==> config.mk <==
export PLATFORM = sky130hd
export DESIGN_NAME = accum_warp_looper_stencil_lanes
export DESIGN_NICKNAME = d
export VERILOG_FILES = /design/src/rtl/accum_warp_looper_stencil_lanes.sv
export SDC_FILE = /design/constraint.sdc
export NUM_CORES = 1
export LEC_CHECK = 0
export ABC_AREA = 1
export CAP_MARGIN = 5
export CORE_ASPECT_RATIO = 0.7
export CORE_MARGIN = 5
export CORE_UTILIZATION = 49
export CTS_BUF_LIST = sky130_fd_sc_hd__clkbuf_4 sky130_fd_sc_hd__clkbuf_8
export DETAILED_ROUTE_END_ITERATION = 8
export MAX_ROUTING_LAYER = met4
export PLACE_DENSITY = 0.89
export SETUP_SLACK_MARGIN = 0.05
export SYNTH_ARGS = -nofsm -noshare
export SYNTH_HDL_FRONTEND = slang
export SYNTH_SLANG_ARGS = --single-unit
==> constraint.sdc <==
create_clock -name i_clk -period 7.5 [get_ports i_clk]
set_input_delay 1.5 -clock i_clk [delete_from_list [all_inputs] [get_ports i_clk]]
set_output_delay 1.5 -clock i_clk [all_outputs]
set_load 0.1 [all_outputs]
==> src/rtl/accum_warp_looper_stencil_lanes.sv <==
// Stencil expansion stage: turns one warp descriptor into beats of up to N_LANE LUT-offset addresses.
// Optional STENCIL_SKIP_EN adds a per-LUT-entry skip mask that clears lane valid bits.
module accum_warp_looper_stencil_lanes #(
    parameter int N_CFG  = 4,
    parameter int ABW    = 16,
    parameter int WBW    = 8,
    parameter int VDIM   = 3,
    parameter int STSIZE = 8,
    parameter int N_LANE = 2,
    localparam int NCFG_BW = $clog2(N_CFG + 1),
    localparam int ST_BW   = $clog2(STSIZE + 1),
    localparam int LN_BW   = $clog2(N_LANE + 1)
) (
    input  logic                             i_clk,
    input  logic                             i_rst,
    input  logic                             src_rdy,
    output logic                             src_ack,
    input  logic [NCFG_BW-1:0]               i_id,
    input  logic [ABW-1:0]                   i_linear,
    input  logic [VDIM-1:0][WBW-1:0]         i_bofs,
    input  logic                             i_retire,
    input  logic                             i_islast,
    input  logic                             i_stencil,
    input  logic [N_CFG-1:0][ST_BW-1:0]      i_stencil_begs,
    input  logic [N_CFG-1:0][ST_BW-1:0]      i_stencil_ends,
    input  logic [STSIZE-1:0][ABW-1:0]       i_stencil_lut,
`ifdef STENCIL_SKIP_EN
    input  logic [STSIZE-1:0]                i_stencil_skip,
`endif
    output logic                             dst_rdy,
    input  logic                             dst_ack,
    output logic [NCFG_BW-1:0]               o_id,
    output logic [N_LANE-1:0][ABW-1:0]       o_linear,
    output logic [N_LANE-1:0]                o_lane_valid,
    output logic [LN_BW-1:0]                 o_nlane,
    output logic [VDIM-1:0][WBW-1:0]         o_bofs,
    output logic                             o_retire,
    output logic                             o_islast
);

    // Index width wide enough for sid + lane without wrapping.
    localparam int IW = ST_BW + LN_BW;

    typedef enum logic {IDLE, BUSY} state_t;

    state_t                     state;
    logic [NCFG_BW-1:0]         id_r;
    logic [ABW-1:0]             linear_r;
    logic [VDIM-1:0][WBW-1:0]   bofs_r;
    logic                       retire_r;
    logic                       islast_r;
    logic                       stencil_r;
    logic [ST_BW-1:0]           sid;

    logic [ST_BW-1:0]           beg_sel;
    logic [ST_BW-1:0]           end_sel;
    logic [N_LANE-1:0]          lane_v;
    logic [N_LANE-1:0][ABW-1:0] lane_addr;
    logic [LN_BW-1:0]           nlane;
    logic                       final_beat;
    logic                       busy;

    assign busy = (state == BUSY);

    // Config lookups are done as compare-muxes so an out-of-range id reads zero.
    always_comb begin
        beg_sel = '0;
        end_sel = '0;
        for (int c = 0; c < N_CFG; c++) begin
            if (i_id == NCFG_BW'(c)) beg_sel = i_stencil_begs[c];
            if (id_r == NCFG_BW'(c)) end_sel = i_stencil_ends[c];
        end
    end

    always_comb begin
        logic [IW-1:0]  idx;
        logic [ABW-1:0] ofs;
        logic           in_rng;
        logic           skip_hit;
        lane_v    = '0;
        lane_addr = '0;
        nlane     = '0;
        for (int k = 0; k < N_LANE; k++) begin
            idx      = IW'(sid) + IW'(k);
            in_rng   = stencil_r && (idx < IW'(end_sel));
            ofs      = '0;
            skip_hit = 1'b0;
            for (int j = 0; j < STSIZE; j++) begin
                if (idx == IW'(j)) begin
                    ofs = i_stencil_lut[j];
`ifdef STENCIL_SKIP_EN
                    skip_hit = i_stencil_skip[j];
`endif
                end
            end
            lane_addr[k] = in_rng ? linear_r + ofs : linear_r;
            lane_v[k]    = busy && (stencil_r ? (in_rng && !skip_hit) : (k == 0));
            nlane        = nlane + LN_BW'(lane_v[k]);
        end
        final_beat = !stencil_r || (IW'(sid) + IW'(N_LANE) >= IW'(end_sel));
    end

    assign src_ack = src_rdy && (!busy || (dst_ack && final_beat));

    always_ff @(posedge i_clk or negedge i_rst) begin
        if (!i_rst) begin
            state     <= IDLE;
            id_r      <= '0;
            linear_r  <= '0;
            bofs_r    <= '0;
            retire_r  <= 1'b0;
            islast_r  <= 1'b0;
            stencil_r <= 1'b0;
            sid       <= '0;
        end else if (src_ack) begin
            state     <= BUSY;
            id_r      <= i_id;
            linear_r  <= i_linear;
            bofs_r    <= i_bofs;
            retire_r  <= i_retire;
            islast_r  <= i_islast;
            stencil_r <= i_stencil;
            sid       <= beg_sel;
        end else if (busy && dst_ack) begin
            if (final_beat) state <= IDLE;
            else            sid   <= sid + ST_BW'(N_LANE);
        end
    end

    assign dst_rdy      = busy;
    assign o_id         = id_r;
    assign o_linear     = lane_addr;
    assign o_lane_valid = lane_v;
    assign o_nlane      = nlane;
    assign o_bofs       = bofs_r;
    assign o_retire     = retire_r && final_beat;
    assign o_islast     = islast_r && final_beat;

endmodule
### After elaboration in Yosys (flattened, before gate mapping)

Index checks and enable logic that the tools add are counted.

| storage, ports and cells | value |
|---|---|
| register bits after elaboration | 51 |
| word-level logic and storage cells | 95 |
| output and inout port bits | 67 |
| input bits | 210 |

| cells by class | value |
|---|---|
| add/subtract/negate cells | 6 |
| mux-type cells | 34 |
| equal/unequal tests | 21 |
| magnitude comparators | 3 |
| reduce and logical (&&, ||, !) cells | 21 |

Operators with widths:

| cell | number |
|---|---|
| two-way mux 16 bit | 18 |
| two-way mux 4 bit | 11 |
| adder 16 bit | 2 |
| equality test 5 x 3 -> 1 bit (second input constant) | 4 |
| equality test 4 x 3 -> 1 bit (second input constant) | 4 |
| equality test 3 x 2 -> 1 bit (second input constant) | 4 |
| logical NOT 6 bit | 2 |
| equality test 5 x 2 -> 1 bit (second input constant) | 2 |
| logical AND 1 bit | 9 |
| equality test 4 x 2 -> 1 bit (second input constant) | 2 |
| equality test 3 x 1 -> 1 bit (second input constant) | 2 |
| logical NOT 3 bit | 2 |
| adder 4 x 1 -> 5 bit (second input constant) | 1 |
| adder 4 x 2 -> 5 bit (second input constant) | 1 |
| equality test 5 x 1 -> 1 bit (second input constant) | 1 |
| greater-or-equal comparator 5 x 4 -> 1 bit | 1 |
| < comparator 5 x 4 -> 1 bit | 1 |
| two-way mux 1 bit | 5 |
| adder 4 x 2 -> 4 bit (second input constant) | 1 |
| equality test 4 x 1 -> 1 bit (second input constant) | 1 |
| < comparator 4 bit | 1 |
| AND reduction 2 bit | 2 |
| nonzero test 2 bit | 2 |
| adder 1 x 1 -> 2 bit | 1 |
| 3 further kinds | 5 |

### Depth between registers and ports, before layout

Gate-level depths: netlist (run 1).

| logic depth | value |
|---|---|
| depth in word-level cells | 12 |
| depth in mapped cells | 27 |
| mapped depth without buffers | 27 |

### Worst setup path before layout (run 1)

OpenSTA, ideal clock, no wires.

| timing path | value |
|---|---|
| path kind | input -> output |
| start | input i_stencil_lut[18] (netlist bit) |
| end | output o_linear[9] (netlist bit) |
| cell stages on the path | 16 |
| arrival time | 5414 ps |
| path buffers | 0 |
| path slack | 586 ps |
| required time | 6000 ps |
| path through | inv_1 > o211ai_1 > o211ai_1 > nand4_1 > o211ai_1 > a31oi_1 > ha_1 > a21oi_1 > nand2_1 > a21boi_0 > o21ai_0 > nand2_1 > nand2_1 > a21oi_1 > xor2_1 > o21ai_0 |

RTL lines:

| item | line | RTL |
|---|---|---|
| from (decl) | 26 | `input logic [STSIZE-1:0][ABW-1:0] i_stencil_lut,` |
| to (decl) | 33 | `output logic [N_LANE-1:0][ABW-1:0] o_linear,` |

==> flow_summary.toml, run 1 <==
[clock_network]
cts_tree = "built"
cts.repair.resized = 0
cts_hold_buffers = 0
path_clk_slew_ns = 0.10
clk_latency_ns = 0.31
cts-htree-levels = 2
cts.sinks = 51
clockBufferDepth = 2
cts_inserted_buffers = 5
root_buffer = "clkbuf_8"
post_cts_buffers = 0

[timing]
timing.final.hold_violations = 0
worst_pin_slew_ns = 1.05
post-route-period-util = 0.886
holdWs_ns = 0.492
fin_setup_tns_ns = 0
period_needed_ns = 6.65
skew_ns = 0.0119
rsz0062_at_grt = "false"
setup_violations = 0
relSlewSlack = 0.295
fmax_mhz = 150
slew_viol_final = 0

[placement]
gp_congestion = 1.02
dpl_cell_area_um2 = 9550
numPortBuffers = 276
detailed_place_hpwl_um = 22100

[global_route]
grt_pass1_wl_um = 42000
grt_usage = 0.329
antenna_found_initial = 1
grt_overflow_total = 0
first_global_vias = 8163
grt_max_degree = 62

[yosys]
synth_ff_type = "dfrtp_1"
ys_seq_area_frac = 0.186
synth_top_area_frac = 0.193
synth.most_common_cell = "nand2_1"
ys_types = 51
synth.area.top_cells = "nand2_1, dfrtp_1, ha_1"
synth_edf_count = 0
ys_seq_elements = 51
ys_warn_count = 0
async_flop_share = 1.00
synth_nets = 1375
syn_avg_cell_area_um2 = 6.18
syn_area_um2 = 6850
syn_inst = 1109
ys_top_cells_by_count = "nand2_1, inv_1, nand3_1, nor2_1, o21ai_0"
synth_area_leader_cell = "nand2_1"

[worst_setup_path]
cp.required_ns = 6.00
critPathCaptureType = "output port"
startpoint_type = "flip-flop"
critical_path_class = "reg -> out"
crit_path_max_fanout = 31
arrival_ns = 5.15

[route]
dr.pass1.iters = 7
postRouteAntennaNets = 0
drc = 0
vias = 8733
via_per_inst = 5.67
drt-total-wl_um = 27300
routedWlPerCell_um = 17.7
drtIter0Drc = 688

[final_layout]
nets = 1614
synthToLayoutAreaGrowth_pct = 40.9
final_cell_area_um2 = 9650
layout-drive-gt1-share = 0.0682
final_util = 0.698

[job]
cap_violations = 0

[floorplan]
coreArea_um2 = 13800
die_h_um = 109
ios = 277
dieArea_um2 = 16500
die_width_um = 151
start_util = 0.495
row_count = 36

[status]
status = "completed"

[hold_path]
hold_path_class = "reg -> reg"
-- cell type report --
cell class                      count  area [µm²]
Timing Repair Buffer              283        2730
Tap cell                          190         238
Inverter                          104         393
Clock buffer                        5        68.8
Clock inverter                      3        27.5
Multi-Input combinational cell    903        4910
Sequential cell                    51        1280
Fill cell                        1220        4180
Antenna cell                        1        2.50
-- cells by family after synthesis --
logic type | count (synthesis) | share of synthesized area
simple gates | 587 | 0.370
compound gates | 245 | 0.223
buf+inv | 155 | 0.0970
fa+ha+maj | 56 | 0.104
flops | 51 | 0.186
xor+xnor | 14 | 0.0179
mux | 1 | 0.00164
-- metal layers --
layer  global-route usage  wire [µm]
met1                0.443      11500
met2                0.516      12000
met3               0.0573       3070
met4               0.0854        726
met5                    -          0
-- critical path, cell delays in order (launching register included) --
cell and delay [ns]:
dfrtp_1 0.50, inv_1 0.18, ha_1 0.24, inv_1 0.46
nor2_1 0.13, inv_1 0.75, o2111ai_1 0.21, o211ai_1 0.15
a31oi_1 0.13, ha_1 0.26, fa_1 0.41, nand3_1 0.09
nand2_1 0.14, nand3_1 0.13, nand3_1 0.09, nand2_1 0.09
nand2_1 0.05, a21o_1 0.16, or2_2 0.26, nand3_1 0.07
nand2_1 0.09, buf_4 0.25
-- through the flow --
step | instances | setup slack [ns]
after floorplan | 1109 | 0.586
after global placement | 1531 | 1.15
after detailed placement | 1531 | 1.12
after CTS | 1539 | 0.942
after global routing | 1540 | 0.450
final | 1540 | 0.854
-- state kept, by name, summed over array words and instances (netlist names) --
name       cells
o_id           3
retire_r       1
islast_r       1
o_bofs        24
stencil_r      1
linear_r      16
dst_rdy        1
sid            4
-- cells in the final DEF (no fill, tap or decap), drive strengths merged, types with 19 or more instances in the layout --
cell	netlist	layout
clkdlybuf4s50	0	239
dfrtp	51	51
buf	27	44
ha	54	54
a31oi	19	19
o211ai	61	61
nor2	98	98
nand3	94	94
inv	103	104
nand2	359	359
o21ai	70	70
a21oi	60	60
-- path summary, 6_finish.rpt --
| path | from | endpoint | slack, ns | depth (start not counted) |
|---|---|---|---|---|
| max | sid[1] | o_linear[14] | 0.85 | 21 |
| min | o_bofs[5] | o_bofs[5] | 0.49 | 2 |
| min in group asynchronous | i_rst | o_bofs[13] | 1.30 | 2 |
| min reg2reg | o_bofs[5] | o_bofs[5] | 0.49 | 2 |
| max reg2reg | o_id[1] | sid[2] | 4.22 | 17 |
| max in group asynchronous | i_rst | linear_r[0] | 5.77 | 2 |
Power of run 1 is not shown: default switching activity piles up to over one toggle a cycle in this logic, so the estimate is an artifact.
==> run 2: changes to the inputs <==
--- a/config.mk
+++ b/config.mk
@@ -6,7 +6,7 @@
 export NUM_CORES = 1
 export LEC_CHECK = 0
 export ABC_AREA = 1
-export CAP_MARGIN = 5
+export CAP_MARGIN = 20
 export CORE_ASPECT_RATIO = 0.7
 export CORE_MARGIN = 5
 export CORE_UTILIZATION = 49
==> results of run 2 <==
Final layout, timing and power as in run 1 (identical DEF).
Power of run 2 is left out for the same reason.
